[config.mk]
export PLATFORM = sky130hd
export DESIGN_NAME = seq_frame_tx
export DESIGN_NICKNAME = d
export VERILOG_FILES = /design/src/rtl/seq_pkg.sv /design/src/rtl/seq_piso.sv /design/src/rtl/seq_frame_tx.sv
export SDC_FILE = /design/constraint.sdc
export NUM_CORES = 1
export LEC_CHECK = 0
export ABC_AREA = 0
export CAP_MARGIN = 20
export CELL_PAD_IN_SITES_DETAIL_PLACEMENT = 1
export CELL_PAD_IN_SITES_GLOBAL_PLACEMENT = 1
export CORE_MARGIN = 2
export CORE_UTILIZATION = 41
export CTS_BUF_LIST = sky130_fd_sc_hd__clkbuf_4 sky130_fd_sc_hd__clkbuf_8
export DETAILED_ROUTE_END_ITERATION = 6
export PLACE_DENSITY_LB_ADDON = 0.1
export SYNTH_ARGS = -nofsm -noshare
export SYNTH_HDL_FRONTEND = slang
export SYNTH_HIERARCHICAL = 1
export SYNTH_SLANG_ARGS = --single-unit
[constraint.sdc]
create_clock -name clk -period 1.87 [get_ports clk]
set_input_delay 0.187 -clock clk [delete_from_list [all_inputs] [get_ports clk]]
set_output_delay 0.187 -clock clk [all_outputs]
set_load 0.005 [all_outputs]
[src/rtl/seq_pkg.sv]
// Constants and types shared by the serial frame transmitter and the
// receive-side 1011 detector.
package seq_pkg;

    // Sync word that opens every frame, transmitted MSB first.
    localparam int              SYNC_W = 4;
    localparam logic [SYNC_W-1:0] SYNC = 4'b1011;

    // Transmitter FSM encoding.
    typedef enum logic [1:0] {
        ST_IDLE = 2'b00,
        ST_SYNC = 2'b01,
        ST_DATA = 2'b10
    } state_t;

    // Sync bit sent at position idx (0 = first bit on the line).
    function automatic logic sync_bit(input int unsigned idx);
        logic [SYNC_W-1:0] shifted;
        shifted = SYNC << idx;
        return shifted[SYNC_W-1];
    endfunction

    // Bit counter width: wide enough to index the longer of sync and payload.
    function automatic int unsigned cnt_width(input int unsigned data_w);
        int unsigned longest;
        longest = (data_w > SYNC_W) ? data_w : SYNC_W;
        return $clog2(longest);
    endfunction

endpackage

[src/rtl/seq_piso.sv]
// Parallel-in / serial-out shift register. Load wins over shift; the MSB of
// the value about to be registered is exported so the caller can register
// the outgoing line bit in the same cycle the register updates.
module seq_piso #(
    parameter int DATA_W = 8
) (
    input  logic              clk,
    input  logic              reset,
    input  logic              load,
    input  logic              shift,
    input  logic [DATA_W-1:0] din,
    output logic              msb_next
);

    logic [DATA_W-1:0] data;
    logic [DATA_W-1:0] data_n;

    // Select the next register content: new word, shifted word, or hold.
    always_comb begin
        data_n = data;
        if (load) begin
            data_n = din;
        end else if (shift) begin
            data_n = data << 1;
        end
        msb_next = data_n[DATA_W-1];
    end

    // Payload storage, cleared on reset so no stale word survives an abort.
    always_ff @(posedge clk) begin
        if (reset) begin
            data <= '0;
        end else begin
            data <= data_n;
        end
    end

endmodule

[src/rtl/seq_frame_tx.sv]
// Serial frame transmitter: each accepted payload word goes out as the sync
// word followed by the payload, MSB first, one bit per clock. The line idles
// at 0. The state/counter pair describes the bit currently on dout.
module seq_frame_tx
    import seq_pkg::*;
#(
    parameter int DATA_W = 8
) (
    input  logic              clk,
    input  logic              reset,
    input  logic              din_valid,
    input  logic [DATA_W-1:0] din,
    output logic              din_ready,
    output logic              dout,
    output logic              dout_valid,
    output logic              busy,
    output logic              frame_done
);

    localparam int unsigned      CNT_W     = cnt_width(DATA_W);
    localparam logic [CNT_W-1:0] SYNC_LAST = CNT_W'(SYNC_W - 1);
    localparam logic [CNT_W-1:0] DATA_LAST = CNT_W'(DATA_W - 1);

    state_t           state;
    state_t           state_n;
    logic [CNT_W-1:0] cnt;
    logic [CNT_W-1:0] cnt_n;
    logic             accept;
    logic             load;
    logic             shift;
    logic             msb_next;
    logic             dout_n;
    logic             dout_valid_n;
    logic             frame_done_n;

    // Ready while idle, or while the last payload bit is on the line so the
    // next frame can follow with no gap.
    assign din_ready = (state == ST_IDLE) || (state == ST_DATA && cnt == DATA_LAST);
    assign accept    = din_valid && din_ready;

    seq_piso #(
        .DATA_W (DATA_W)
    ) u_piso (
        .clk      (clk),
        .reset    (reset),
        .load     (load),
        .shift    (shift),
        .din      (din),
        .msb_next (msb_next)
    );

    // Next state, counter and shift-register controls.
    // NOTE: every output of this block gets a default first, so no path leaves one unassigned and no latch is inferred.
    always_comb begin
        state_n = state;
        cnt_n   = cnt;
        load    = 1'b0;
        shift   = 1'b0;
        unique case (state)
            ST_IDLE: begin
                if (accept) begin
                    state_n = ST_SYNC;
                    cnt_n   = '0;
                    load    = 1'b1;
                end
            end
            ST_SYNC: begin
                if (cnt == SYNC_LAST) begin
                    state_n = ST_DATA;
                    cnt_n   = '0;
                end else begin
                    cnt_n = cnt + 1'b1;
                end
            end
            ST_DATA: begin
                if (cnt == DATA_LAST) begin
                    cnt_n = '0;
                    if (accept) begin
                        state_n = ST_SYNC;
                        load    = 1'b1;
                    end else begin
                        state_n = ST_IDLE;
                    end
                end else begin
                    cnt_n = cnt + 1'b1;
                    shift = 1'b1;
                end
            end
            default: begin
                state_n = ST_IDLE;
                cnt_n   = '0;
            end
        endcase
    end

    // Line values for the bit that the next state/counter will describe.
    always_comb begin
        dout_n = 1'b0;
        unique case (state_n)
            ST_SYNC: dout_n = sync_bit(32'(cnt_n));
            ST_DATA: dout_n = msb_next;
            default: dout_n = 1'b0;
        endcase
        dout_valid_n = (state_n != ST_IDLE);
        frame_done_n = (state_n == ST_DATA) && (cnt_n == DATA_LAST);
    end

    // State, counter and registered line outputs; reset aborts any frame.
    // NOTE: sequential state uses non-blocking assignments so every register samples pre-edge values.
    always_ff @(posedge clk) begin
        if (reset) begin
            state      <= ST_IDLE;
            cnt        <= '0;
            dout       <= 1'b0;
            dout_valid <= 1'b0;
            busy       <= 1'b0;
            frame_done <= 1'b0;
        end else begin
            state      <= state_n;
            cnt        <= cnt_n;
            dout       <= dout_n;
            dout_valid <= dout_valid_n;
            busy       <= dout_valid_n;
            frame_done <= frame_done_n;
        end
    end

endmodule

Word level (Yosys, flattened, before mapping):

Index checks and enable logic that the tools add are counted.

* bits in latches: 0
* input bits: 11
* output and inout port bits: 5
* flip-flop bits (word level): 16
* ROM bits: 0
* RAM bits: 0
* memories: 0
* word-level logic and storage cells: 40

* multiply operators: 0
* add/subtract/negate cells: 1
* eq/ne operators: 7
* multiplexer cells: 17
* shift-type cells: 1
* reduce and logical (&&, ||, !) cells: 7
* bitwise logic cells: 0
* divide/modulo/power cells: 0
* order comparisons: 0

Operators with widths (number)
* $mux 8: 2
* $mux 3: 3
* $pmux 3 s3: 1
* $eq 3x3->1 const B: 2
* $mux 2: 3
* $pmux 2 s3: 1
* $mux 1: 5
* $eq 2x1->1 const B: 2
* $eq 2x2->1 const B: 2
* $pmux 1 s2: 2
* $reduce_bool 2->1: 2
* $shl 4x3->4 const A: 1
* $add 3x1->3 const B: 1
* $eq 3x2->1 const B: 1
* $logic_and 1x1->1: 3
* $logic_not 2->1: 1
* $logic_or 1x1->1: 1

Longest topological paths before layout:

* word-level depth: 9
* mapped depth: 10
* depth with buffers taken out: 9

Hierarchy:

Netlist, hierarchy kept.

Modules (own cells, without submodules)
* seq_frame_tx: sequential area each 160.2 sq um, area an instance 511.7 sq um, cells an instance 53, instances 1
* seq_piso: sequential area each 160.2 sq um, area an instance 372.9 sq um, cells an instance 37, instances 1

Worst setup path before layout:

No wires, ideal clock.

* kind: register -> register
* start point: reg cnt[0]
* end point: reg dout
* data arrival time: 1.612 ns
* data required time: 1.753 ns
* path slack: 0.140 ns
* period minus slack after synthesis: 1.730 ns
* buffers on the path: 1
* cell stages (with the launch flop): 11
* cell sequence: dfxtp_1 -> ha_1 -> ha_1 -> inv_1 -> a21oi_1 -> and2_1 -> buf_2 -> nor2b_1 -> a21oi_1 -> nand4b_1 -> o21ai_1

* longest elaborated chain between the ends: 9
* elaborated cells on any way between the ends: 26

RTL lines
* start, declared: line seq_frame_tx.sv:26 `logic [CNT_W-1:0] cnt;`
* start signal, assigned: line seq_frame_tx.sv:120 `cnt <= cnt_n;`
* $eq 3x3->1 (*): line seq_frame_tx.sv:38 `assign din_ready = (state == ST_IDLE) || (state == ST_DATA && cnt == DATA_LAST);`
* $logic_and 1x1->1 (*): line seq_frame_tx.sv:38
* $logic_or 1x1->1 (*): line seq_frame_tx.sv:38
* net din_ready: line seq_frame_tx.sv:13 `output logic din_ready,`
* $logic_and 1x1->1 (*): line seq_frame_tx.sv:39 `assign accept = din_valid && din_ready;`
* $mux 1 (*): line seq_frame_tx.sv:61, seq_frame_tx.sv:78
* $mux 1: line seq_frame_tx.sv:76 `if (cnt == DATA_LAST) begin`
* $pmux 1 s2 (*): line seq_frame_tx.sv:59 `unique case (state)`
* net load: line seq_frame_tx.sv:29 `logic load;`
* $mux 8 (*): line seq_piso.sv:21 `if (load) begin`
* net msb_next: line seq_frame_tx.sv:31 `logic msb_next;`
* $pmux 1 s2 (*): line seq_frame_tx.sv:99 `unique case (state_n)`
* end signal, assigned: line seq_frame_tx.sv:121 `dout <= dout_n;`
* end, declared: line seq_frame_tx.sv:14 `output logic dout,`

Mark *: on every way through the listed nets, which the timed path passes. The rest lies on a longest branch. The select of a mux whose other input is x is not followed.
A chain may end at the register's enable or synchronous reset.

Worst setup path after layout:

* start point: reg cnt[0]
* end point: reg dout

* longest elaborated chain between the ends: 9
* elaborated cells on any way between the ends: 26

RTL lines (line)
* parallel branches: the longest is 8 deep, another holds $add 3x1->3
* $pmux 1 s2 (*): seq_frame_tx.sv:99

Mark *: on every way between the ends. The select of a mux whose other input is x is not followed.

==> flow_summary.toml <==
[sta]
hold_violations = 0
setup_viol = 0
clock.fmax_ghz = 0.5651
period_needed_ns = 1.770
fin_crit_sh_pct = 94.63
slew_headroom_pct = 72.43
report.final.slew_viol_count = 0
hold-worst-slack_ns = 0.4504
tightest_slew_ns = 0.4104
clock_skew_ns = 0.005184

[grt]
grt_usage_pct = 18.42
grt_first_pass_wirelength_um = 3463
grt_max_degree = 10
grt_overflow_total = 0
grt_pass1_vias = 731
antenna_found_initial = 0

[placement]
gp_congestion = 0.7945
dp_hpwl_um = 1644
port_buffers = 15
placed_area_um2 = 1064

[final_layout]
nNetsFinal = 128
drive_gt1_share_pct = 22.94
synthToLayoutAreaGrowth_pct = 29.42
num_antenna_cells = 0
fill_cells = 228
stdcell_area_um2 = 1145

[detailed_routing]
wl_met1_um = 1038
route.met2.wl_um = 1072
first_pass_iters = 4
wl_um = 2193
wl_met3_um = 82
via_count = 718
drt-wirelength-per-cell_um = 16.13
drc = 0
topRoutingLayerUsed = "met3"
ant_nets = 0
via_per_inst = 5.279
drt-initial-drc-count = 5

[power_and_ir_drop]
vdd_drop_max_mv = 0.4538
power_density_nw_per_um2 = 656.0
p_leak_uw = 0.0004180

[cts]
clock-sinks = 16
clk_pin_slew_ns = 0.10
clockBufferDepth = 2
cts_buffers = 3
ctsHoldBuffers = 0
post_cts_buffers = 0
cts_tree = "yes"
clock_latency_ns = 0.30
root_buffer = "clkbuf_4"
htree_levels = 1

[logic_synthesis]
synth_top_area_share_pct = 36.21
yosysMostFrequentCell = "dfxtp_1"
async_flop_share_pct = 0
ys_types = 28
syn_inst = 90
ys.flop_type = "dfxtp_1"
yosys_warnings = 6
syn_area_um2 = 884.6
synth.top_cells.by_count = "dfxtp_1, nor2_1, nor2b_1"
yosys-top-cells-area = "dfxtp_1, ha_1, mux2i_1, a211oi_1, nor2b_1"
syn_avg_cell_area_um2 = 9.829
ys_seq_elements = 16
synth_edf_count = 0
synth_fp_nets = 108
ys_seq_area_share_pct = 36.21
synth_top_area_cell = "dfxtp_1"

[critical_path]
critPathLaunchType = "register"
path_max_fanout = 4
cp-end-kind = "register"
arrival_ns = 1.96
worstSetupPathType = "reg2reg"
crit_required_ns = 2.06

[floorplanning]
initial_core_util_pct = 44.19
die_y_um = 50.45
die_w_um = 50.45
boundaryPins = 16
coreArea_um2 = 2002
die_area_um2 = 2545
rows = 16

[hold_path]
hold_path.class = "in2reg"

[job]
drv_cap = 0

[run_status]
status = "completed"
layout by cell type (no fill, tap or decap), drive strengths merged, types with 2 or more instances in the layout:
cell type / netlist / routed
dfxtp: 16 / 16
clkdlybuf4s50: 0 / 14
nor2: 8 / 8
nor2b: 8 / 8
mux2i: 7 / 7
a211oi: 7 / 7
inv: 7 / 7
ha: 7 / 7
buf: 6 / 6
nor4b: 5 / 5
a21oi: 4 / 4
clkbuf: 0 / 4
nor3: 3 / 3
nand4b: 2 / 2
power breakdown:
| part | switching (µW) | internal [µW] |
|---|---|---|
| sequential | 15.8 | 364 |
| combinational | 61.4 | 69.5 |
| clock | 121 | 119 |
cell type report:
cell class                      instances  area, µm²  share of cell area [%]
Clock buffer                            4      36.28                   3.169
Sequential cell                        16      321.6                   28.09
Tap cell                               27      33.78                   2.951
Inverter                                7      26.28                   2.295
Timing Repair Buffer                   21      193.9                   16.94
Multi-Input combinational cell         61      533.0                   46.56
sequential cells by signal, indices dropped and copies added, names as in the netlist:
| name | flops |
|---|---|
| state | 2 |
| u_piso/data | 8 |
| frame_done | 1 |
| dout | 1 |
| cnt | 3 |
| busy | 1 |
worst max-delay path: stages (launching register included):
cell and delay (ns):
dfxtp_2 0.36, ha_2 0.23, ha_1 0.24, nor2_1 0.08, a22oi_2 0.29, ha_1 0.30, nand4b_1 0.10, o21ai_1 0.07
through the flow:
| step | utilization (%) | instances | TNS, ns | power (µW) | worst slack [ns] |
|---|---|---|---|---|---|
| 2_1_floorplan | - | 90 | 0 | 453.3 | 0.1401 |
| 6_report | 57.19 | 136 | 0 | 751.0 | 0.1005 |
| 3_3_place_gp | 53.13 | 132 | 0 | 507.6 | 0.07404 |
| 4_1_cts | 55.50 | 136 | 0 | 751.4 | 0.02050 |
| 5_1_grt | 57.19 | 136 | -0.01556 | 782.7 | -0.01556 |
| 3_5_place_dp | 53.13 | 132 | -0.04932 | 513.7 | -0.04932 |
final timing paths:
path	end	slack [ns]	cells after the start	from
worst min register to register	u_piso/data[6]	0.57	2	u_piso/data[6]
worst min-delay path	u_piso/data[0]	0.45	3	din[0]
worst max-delay path	dout	0.10	7	cnt[0]
worst max register to register	dout	0.10	7	cnt[0]
metal layers:
metal  track usage, %  up-vias
li1                 -      352
met1            23.33      354
met2            31.58       12
met3            6.250        0
met4            1.351        0
met5                0        -
what timing repair did:
action                                  4_1_cts  5_1_grt
endpoints found under the hold margin         0        0
pin swaps                                     0        1
resized for setup                             5        7
endpoints found under the setup margin        3       10
cell families after synthesis:
kind of cell             share of synthesized area, %
multiplexers                                    7.921
XOR/XNOR                                       0.9903
flip-flops                                      36.21
AND/OR/NAND/NOR                                 26.03
AO/OA/AOI/OAI                                   10.33
buffers and inverters                           8.627
adder cells (fa/ha/maj)                         9.901
Power figures use the tool's default switching activity.
